**config.mk**
```make
export PLATFORM = sky130hd
export DESIGN_NAME = data_field_rx_flat
export DESIGN_NICKNAME = d
export VERILOG_FILES = /design/src/rtl/can_pkg.sv /design/src/rtl/data_field_rx_if.sv /design/src/rtl/data_field_rx.sv /design/src/flat_wrapper.sv
export SDC_FILE = /design/constraint.sdc
export NUM_CORES = 1
export LEC_CHECK = 0
export ABC_AREA = 1
export CAP_MARGIN = 0
export CORE_MARGIN = 2
export CORE_UTILIZATION = 53
export CTS_CLUSTER_SIZE = 28
export DETAILED_ROUTE_END_ITERATION = 7
export GPL_ROUTABILITY_DRIVEN = 0
export HOLD_SLACK_MARGIN = 0.08
export PLACE_DENSITY = 0.74
export SLEW_MARGIN = 20
export SYNTH_ARGS = -nofsm -noshare
export SYNTH_HDL_FRONTEND = slang
export SYNTH_SLANG_ARGS = --single-unit
```
**constraint.sdc**
```tcl
create_clock -name clock -period 3.7 [get_ports clock]
set_clock_uncertainty 0.15 [all_clocks]
set_input_delay 1.11 -clock clock [delete_from_list [all_inputs] [get_ports clock]]
set_output_delay 1.11 -clock clock [all_outputs]
set_load 0.01 [all_outputs]
```
**src/rtl/can_pkg.sv**
```systemverilog
// rtl/can_pkg.sv - shared CAN package: data-field receiver states, payload limits, DLC decode
package can_pkg;

  localparam int unsigned CAN_MAX_DATA_BYTES = 8;

  typedef enum logic [1:0] {
    IDLE     = 2'd0,
    ARM      = 2'd1,
    RECEIVE  = 2'd2,
    COMPLETE = 2'd3
  } data_rx_state_t;

  // Payload bit count for a DLC; classic CAN saturates codes above the byte limit
  function automatic logic [6:0] dlc_to_bits(input logic [3:0] dlc,
                                             input int unsigned max_bytes = CAN_MAX_DATA_BYTES);
    int unsigned n;
    n = 32'(dlc);
    if (n > max_bytes) n = max_bytes;
    return 7'(n * 8);
  endfunction

endpackage

```
**src/rtl/data_field_rx_if.sv**
```systemverilog
// rtl/data_field_rx_if.sv - data-field receiver bus bundle; byte strobe ports under DATA_FIELD_RX_BYTE_STROBE_EN
interface data_field_rx_if;

  logic        enable;
  logic        sample_point;
  logic        stuff_bit_detected;
  logic        rx_bit;
  logic        control_complete;
  logic        frame_type;
  logic [3:0]  dlc;
  logic        abort;
  logic [63:0] data_out;
  logic [6:0]  bit_counter;
  logic        data_complete;
`ifdef DATA_FIELD_RX_BYTE_STROBE_EN
  logic        byte_valid;
  logic [7:0]  byte_data;
`endif

  // Upstream side: bit timing / de-stuffing and the frame controller
  modport master (
    output enable, sample_point, stuff_bit_detected, rx_bit,
           control_complete, frame_type, dlc, abort,
    input  data_out, bit_counter, data_complete
`ifdef DATA_FIELD_RX_BYTE_STROBE_EN
    , input byte_valid, byte_data
`endif
  );

  // Receiver side
  modport slave (
    input  enable, sample_point, stuff_bit_detected, rx_bit,
           control_complete, frame_type, dlc, abort,
    output data_out, bit_counter, data_complete
`ifdef DATA_FIELD_RX_BYTE_STROBE_EN
    , output byte_valid, byte_data
`endif
  );

endinterface

```
**src/rtl/data_field_rx.sv**
```systemverilog
// rtl/data_field_rx.sv - CAN data-field receiver, MSB-first into a left-aligned 64-bit word; DATA_FIELD_RX_BYTE_STROBE_EN adds byte strobes
module data_field_rx
  import can_pkg::*;
#(
  parameter int unsigned MAX_BYTES = CAN_MAX_DATA_BYTES
) (
  input  logic           clock,
  input  logic           reset_n,
  data_field_rx_if.slave rx_if
);

  data_rx_state_t r_state;
  logic [6:0]     r_total_bits;
  logic [63:0]    r_shift;
  logic [6:0]     r_bit_counter;
  logic [63:0]    r_data_out;
  logic           r_data_complete;

  logic           w_accept;
  logic           w_last;
  logic [5:0]     w_wr_idx;
  logic [63:0]    w_shift_next;

  assign w_accept = (r_state == RECEIVE) && rx_if.sample_point && !rx_if.stuff_bit_detected;
  assign w_last   = w_accept && (r_bit_counter == (r_total_bits - 7'd1));
  assign w_wr_idx = 6'd63 - r_bit_counter[5:0];

  // Shift register image including the bit being accepted this cycle
  always_comb begin
    w_shift_next = r_shift;
    if (w_accept) w_shift_next[w_wr_idx] = rx_if.rx_bit;
  end

  // Field FSM, capture register and registered outputs
  always_ff @(posedge clock or negedge reset_n) begin
    if (!reset_n) begin
      r_state         <= IDLE;
      r_total_bits    <= '0;
      r_shift         <= '0;
      r_bit_counter   <= '0;
      r_data_out      <= '0;
      r_data_complete <= 1'b0;
    end else if (!rx_if.enable) begin
      r_state         <= IDLE;
      r_total_bits    <= '0;
      r_shift         <= '0;
      r_bit_counter   <= '0;
      r_data_out      <= '0;
      r_data_complete <= 1'b0;
    end else if (rx_if.abort) begin
      // Partial payload is dropped; data_out keeps the last good frame
      r_state         <= IDLE;
      r_data_complete <= 1'b0;
    end else begin
      case (r_state)
        IDLE: begin
          r_data_complete <= 1'b0;
          if (rx_if.control_complete) begin
            r_total_bits <= dlc_to_bits(rx_if.dlc, MAX_BYTES);
            if (rx_if.frame_type) begin
              // Remote frame carries no data: complete without touching data_out
              r_state         <= COMPLETE;
              r_bit_counter   <= '0;
              r_data_complete <= 1'b1;
            end else begin
              r_state <= ARM;
            end
          end
        end
        ARM: begin
          r_shift       <= '0;
          r_bit_counter <= '0;
          if (r_total_bits == 7'd0) begin
            r_state         <= COMPLETE;
            r_data_out      <= '0;
            r_data_complete <= 1'b1;
          end else begin
            r_state <= RECEIVE;
          end
        end
        RECEIVE: begin
          if (w_accept) begin
            r_shift       <= w_shift_next;
            r_bit_counter <= r_bit_counter + 7'd1;
            if (w_last) begin
              r_state         <= COMPLETE;
              r_data_out      <= w_shift_next;
              r_data_complete <= 1'b1;
            end
          end
        end
        COMPLETE: begin
          r_state         <= IDLE;
          r_data_complete <= 1'b0;
        end
        default: begin
          r_state         <= IDLE;
          r_data_complete <= 1'b0;
        end
      endcase
    end
  end

  assign rx_if.data_out      = r_data_out;
  assign rx_if.bit_counter   = r_bit_counter;
  assign rx_if.data_complete = r_data_complete;

`ifdef DATA_FIELD_RX_BYTE_STROBE_EN
  logic       r_byte_valid;
  logic [7:0] r_byte_data;
  logic [6:0] r_byte_sr;

  // Per-byte strobe: fires the cycle after every eighth accepted bit
  always_ff @(posedge clock or negedge reset_n) begin
    if (!reset_n) begin
      r_byte_valid <= 1'b0;
      r_byte_data  <= '0;
      r_byte_sr    <= '0;
    end else if (!rx_if.enable) begin
      r_byte_valid <= 1'b0;
      r_byte_data  <= '0;
      r_byte_sr    <= '0;
    end else begin
      r_byte_valid <= 1'b0;
      if (!rx_if.abort && w_accept) begin
        r_byte_sr <= {r_byte_sr[5:0], rx_if.rx_bit};
        if (r_bit_counter[2:0] == 3'd7) begin
          r_byte_valid <= 1'b1;
          r_byte_data  <= {r_byte_sr, rx_if.rx_bit};
        end
      end
    end
  end

  assign rx_if.byte_valid = r_byte_valid;
  assign rx_if.byte_data  = r_byte_data;
`endif

endmodule

```
**src/flat_wrapper.sv**
```systemverilog
// flat-port wrapper written by rule: the top's interface ports become plain ports
module data_field_rx_flat import can_pkg::*;
#(
  parameter int unsigned MAX_BYTES = CAN_MAX_DATA_BYTES
)
  (clock, reset_n, rx_if_enable, rx_if_sample_point, rx_if_stuff_bit_detected, rx_if_rx_bit, rx_if_control_complete, rx_if_frame_type, rx_if_dlc, rx_if_abort, rx_if_data_out, rx_if_bit_counter, rx_if_data_complete);
  data_field_rx_if rx_if_i ();
  input  logic clock;
  input  logic reset_n;
  input wire logic [$bits(rx_if_i.enable)-1:0] rx_if_enable;
  input wire logic [$bits(rx_if_i.sample_point)-1:0] rx_if_sample_point;
  input wire logic [$bits(rx_if_i.stuff_bit_detected)-1:0] rx_if_stuff_bit_detected;
  input wire logic [$bits(rx_if_i.rx_bit)-1:0] rx_if_rx_bit;
  input wire logic [$bits(rx_if_i.control_complete)-1:0] rx_if_control_complete;
  input wire logic [$bits(rx_if_i.frame_type)-1:0] rx_if_frame_type;
  input wire logic [$bits(rx_if_i.dlc)-1:0] rx_if_dlc;
  input wire logic [$bits(rx_if_i.abort)-1:0] rx_if_abort;
  output wire logic [$bits(rx_if_i.data_out)-1:0] rx_if_data_out;
  output wire logic [$bits(rx_if_i.bit_counter)-1:0] rx_if_bit_counter;
  output wire logic [$bits(rx_if_i.data_complete)-1:0] rx_if_data_complete;
  assign rx_if_i.enable = rx_if_enable;
  assign rx_if_i.sample_point = rx_if_sample_point;
  assign rx_if_i.stuff_bit_detected = rx_if_stuff_bit_detected;
  assign rx_if_i.rx_bit = rx_if_rx_bit;
  assign rx_if_i.control_complete = rx_if_control_complete;
  assign rx_if_i.frame_type = rx_if_frame_type;
  assign rx_if_i.dlc = rx_if_dlc;
  assign rx_if_i.abort = rx_if_abort;
  assign rx_if_data_out = rx_if_i.data_out;
  assign rx_if_bit_counter = rx_if_i.bit_counter;
  assign rx_if_data_complete = rx_if_i.data_complete;
  data_field_rx #(.MAX_BYTES(MAX_BYTES)) u_core (.clock(clock), .reset_n(reset_n), .rx_if(rx_if_i));
endmodule
```
==> results.md <==
* Routed wire length at 18.8 mm
* Number of vias per cell at about 5.5
* Drt first-iter violations at between 600 and 700
* Worst setup EP type: flop
* Floorplan row count at between 40 and 50
* Post-CTS Hold Fix Bufs at 0
* Die Area at ~15,000 um^2
* Largest stage delay on the critical path at 0.68 ns
* Worst setup SP type: primary input
* VDD IR max at about 0.3 mV
* Vias in the first global route at slightly above 6,000
* Min-Delay Path Depth at 2
* Max Transition Viols Final at 0
* # nets final at approximately 1,100
* Placed inst area at 8390 um^2
* Setup TNS at 0 ns
* Commonest non-fill, non-tap cell in the layout: nand2_1
* Worst R2R Path Depth at 12
* Grt ovf at 0
* Yosys warns at 0
* Share of cells above drive strength 1 at 0.0480
* Post-CTS sizing at 0
* Die Span Y at 122 um
* Initial DRT Pass Iterations at 7
* Reg clk slew, reported paths at ~0.05 ns
* Initial Util at 0.538
* Final setup fails at 0
* Worst hold path type: reg -> reg
* Area grow syn2layout at 20.6%
* Setup bufs post-CTS at 0
* Final instance area at roughly 8900 um^2
* Slew margin rel. at 0.552
* Crit path depth at 8
* Most frequent cells in the layout: nand2_1, nor2_1, dfrtp_1, clkdlybuf4s50_1, nand4_1
* Register area share after synthesis at 0.482
* Die span in x at roughly 120 um
* CP max-delay cell: clkdlybuf4s50_1
* Boundary pin count at 85
* Clk pwr share at 0.440
* CTS buffer count at 17
* RSZ-0062 raised after global routing: no
* H-tree depth at 4
* Clk sinks at around 140
* WP data arrival at 3.09 ns
* Pwr Density at 383 nW/um^2
* Switching share of power at 0.255
* Total leakage power at about 3.9 nW
* Worst-margin pin slew at ~0.67 ns
* Syn avg cell area at approximately 7.5 um^2
* Final Hold Fails at 0
* Pint at 2.54 mW
* Clk Tree Root Cell: clkbuf_16
* Peak fanout along the critical path at 32
* Crit path kind: in -> reg
* Fin util at 0.648
* Total number of vias at 6,850
* Fill cells at 1,213
* CP Cell Sequence: clkdlybuf4s50_1 > nand2_1 > clkinv_1 > nand2_2 > nand3_4 > buf_4 > nand2_1 > nand2_1
* Final period util at 0.780
* CTS tree: built
* Global-route wire length before repair at just over 30 mm
* Wire length per cell at about 15 um
* Final HPWL DP at between 10 and 15 mm
* Core area at ~14,000 um^2
* Status: finished clean
* Sequential power share at 0.460
* Synth Net Count at roughly 1,000
* F_max at around 350 MHz
* Post-route ant nets at 0
* Port bufs at 84
* GRT Total Usage at 0.267
* Clock latency on the worst-skew pair at between 0.4 and 0.5 ns
* DRC viols at 0
* Post-synthesis cell count at roughly 990
* Synth cell types at 24
* Clock buffer depth at 2
* Mapped Area at 7370 um^2
* Final worst path period need at 2.88 ns
* Initial antenna violation count at 0
* Flops & latches, synth at between 100 and 150
* Largest net degree at the start of global routing at between 60 and 70
* Delay-heaviest family, CP: buffers and inverters
* NetSw at 0.868 mW
* WP data required at around 3.9 ns
* Combinational group share of total power at 0.100
* Ant diodes at 0
* Smallest hold slack at about 0.32 ns
* Crit path buf inv count at 3
* Max Cap Viol at 0
* Most frequent CP cell: nand2_1
==> through the flow <==
| stage | setup slack (ns) | total power [mW] | std cells |
|---|---|---|---|
| after global placement | 0.443 | 1.93 | 1214 |
| after detailed placement | 0.407 | 1.93 | 1214 |
| after floorplan | 1.34 | 1.81 | 989 |
| after CTS | 0.795 | 3.43 | 1242 |
| final | 0.815 | 3.41 | 1242 |
| after global routing | 0.601 | 3.54 | 1242 |
==> registers in the layout, summed over array words and instances, names as in the netlist <==
register and count:
u_core.rx_if.data_out 64, u_core.r_shift 64, u_core.rx_if.data_complete 1, u_core.r_state 2, u_core.r_total_bits 4, u_core.rx_if.bit_counter 7
==> kinds of logic after synthesis <==
| kind of cell | synth area share |
|---|---|
| compound gates | 0.0794 |
| fa+ha+maj | 0.0119 |
| buf+inv | 0.0558 |
| flops | 0.482 |
| simple gates | 0.371 |
==> power groups by stage <==
stage | registers [mW] | logic (mW) | clock network [mW]
finish | 1.57 | 0.341 | 1.50
global route | 1.57 | 0.377 | 1.60
CTS | 1.57 | 0.341 | 1.52
global placement | 1.59 | 0.336 | 0
floorplan | 1.59 | 0.215 | 0
detailed placement | 1.59 | 0.339 | 0
==> final timing paths <==
kind,startpoint,to,slack (ns)
min in group asynchronous,reset_n,u_core.rx_if.data_out[20],0.52
setup reg to reg,u_core.r_state[0],u_core.rx_if.data_out[54],1.16
setup / recovery,rx_if_enable,u_core.rx_if.data_out[54],0.82
hold / removal,u_core.rx_if.data_out[16],u_core.rx_if.data_out[16],0.32
hold reg to reg,u_core.rx_if.data_out[16],u_core.rx_if.data_out[16],0.32
max in group asynchronous,reset_n,u_core.rx_if.data_out[6],2.13
==> layer usage <==
layer	routed length, um	share of wire	global-route usage	vias up
met4	315	0.017	0.0948	0
met5	0	0	0	-
met1	8760	0.47	0.381	3220
met2	8600	0.46	0.408	208
met3	1080	0.058	0.0548	25
li1	-	-	-	3397
==> cell usage after synthesis <==
master,count,area (um^2)
clkbuf_1,12,45.0
nand3_1,27,135
nand3_4,1,17.5
buf_1,7,26.3
buf_2,29,145
ha_1,7,87.6
clkinv_1,2,7.51
buf_4,8,60.1
inv_1,26,97.6
o22ai_1,2,12.5
o211ai_2,1,12.5
o21ai_0,9,45.0
inv_2,5,18.8
buf_6,1,11.3
o21a_1,1,7.51
nand2_1,364,1370
a21oi_1,4,20.0
nor2_1,203,762
nand2_2,1,6.26
dfrtp_1,142,3550
nand4_1,69,432
nor3_1,2,10.0
nor3b_1,1,7.51
o31ai_1,65,488
==> worst min-delay path, cell delays in order (launching register included) <==
cell and delay (ns):
dfrtp_1 0.34, nand2_1 0.05, nand2_1 0.04
==> cell type report <==
| cell class | instances | area [um^2] | area share |
|---|---|---|---|
| flip-flops and latches | 142 | 3550 | 0.400 |
| multi-input cells | 757 | 3430 | 0.385 |
| repair buffers | 102 | 1060 | 0.120 |
| clock buffers | 26 | 489 | 0.0550 |
| well taps | 180 | 225 | 0.0253 |
| inverters | 33 | 124 | 0.0139 |
| clock inverters | 2 | 10.0 | 0.00113 |
Power figures use the tool's default switching activity.
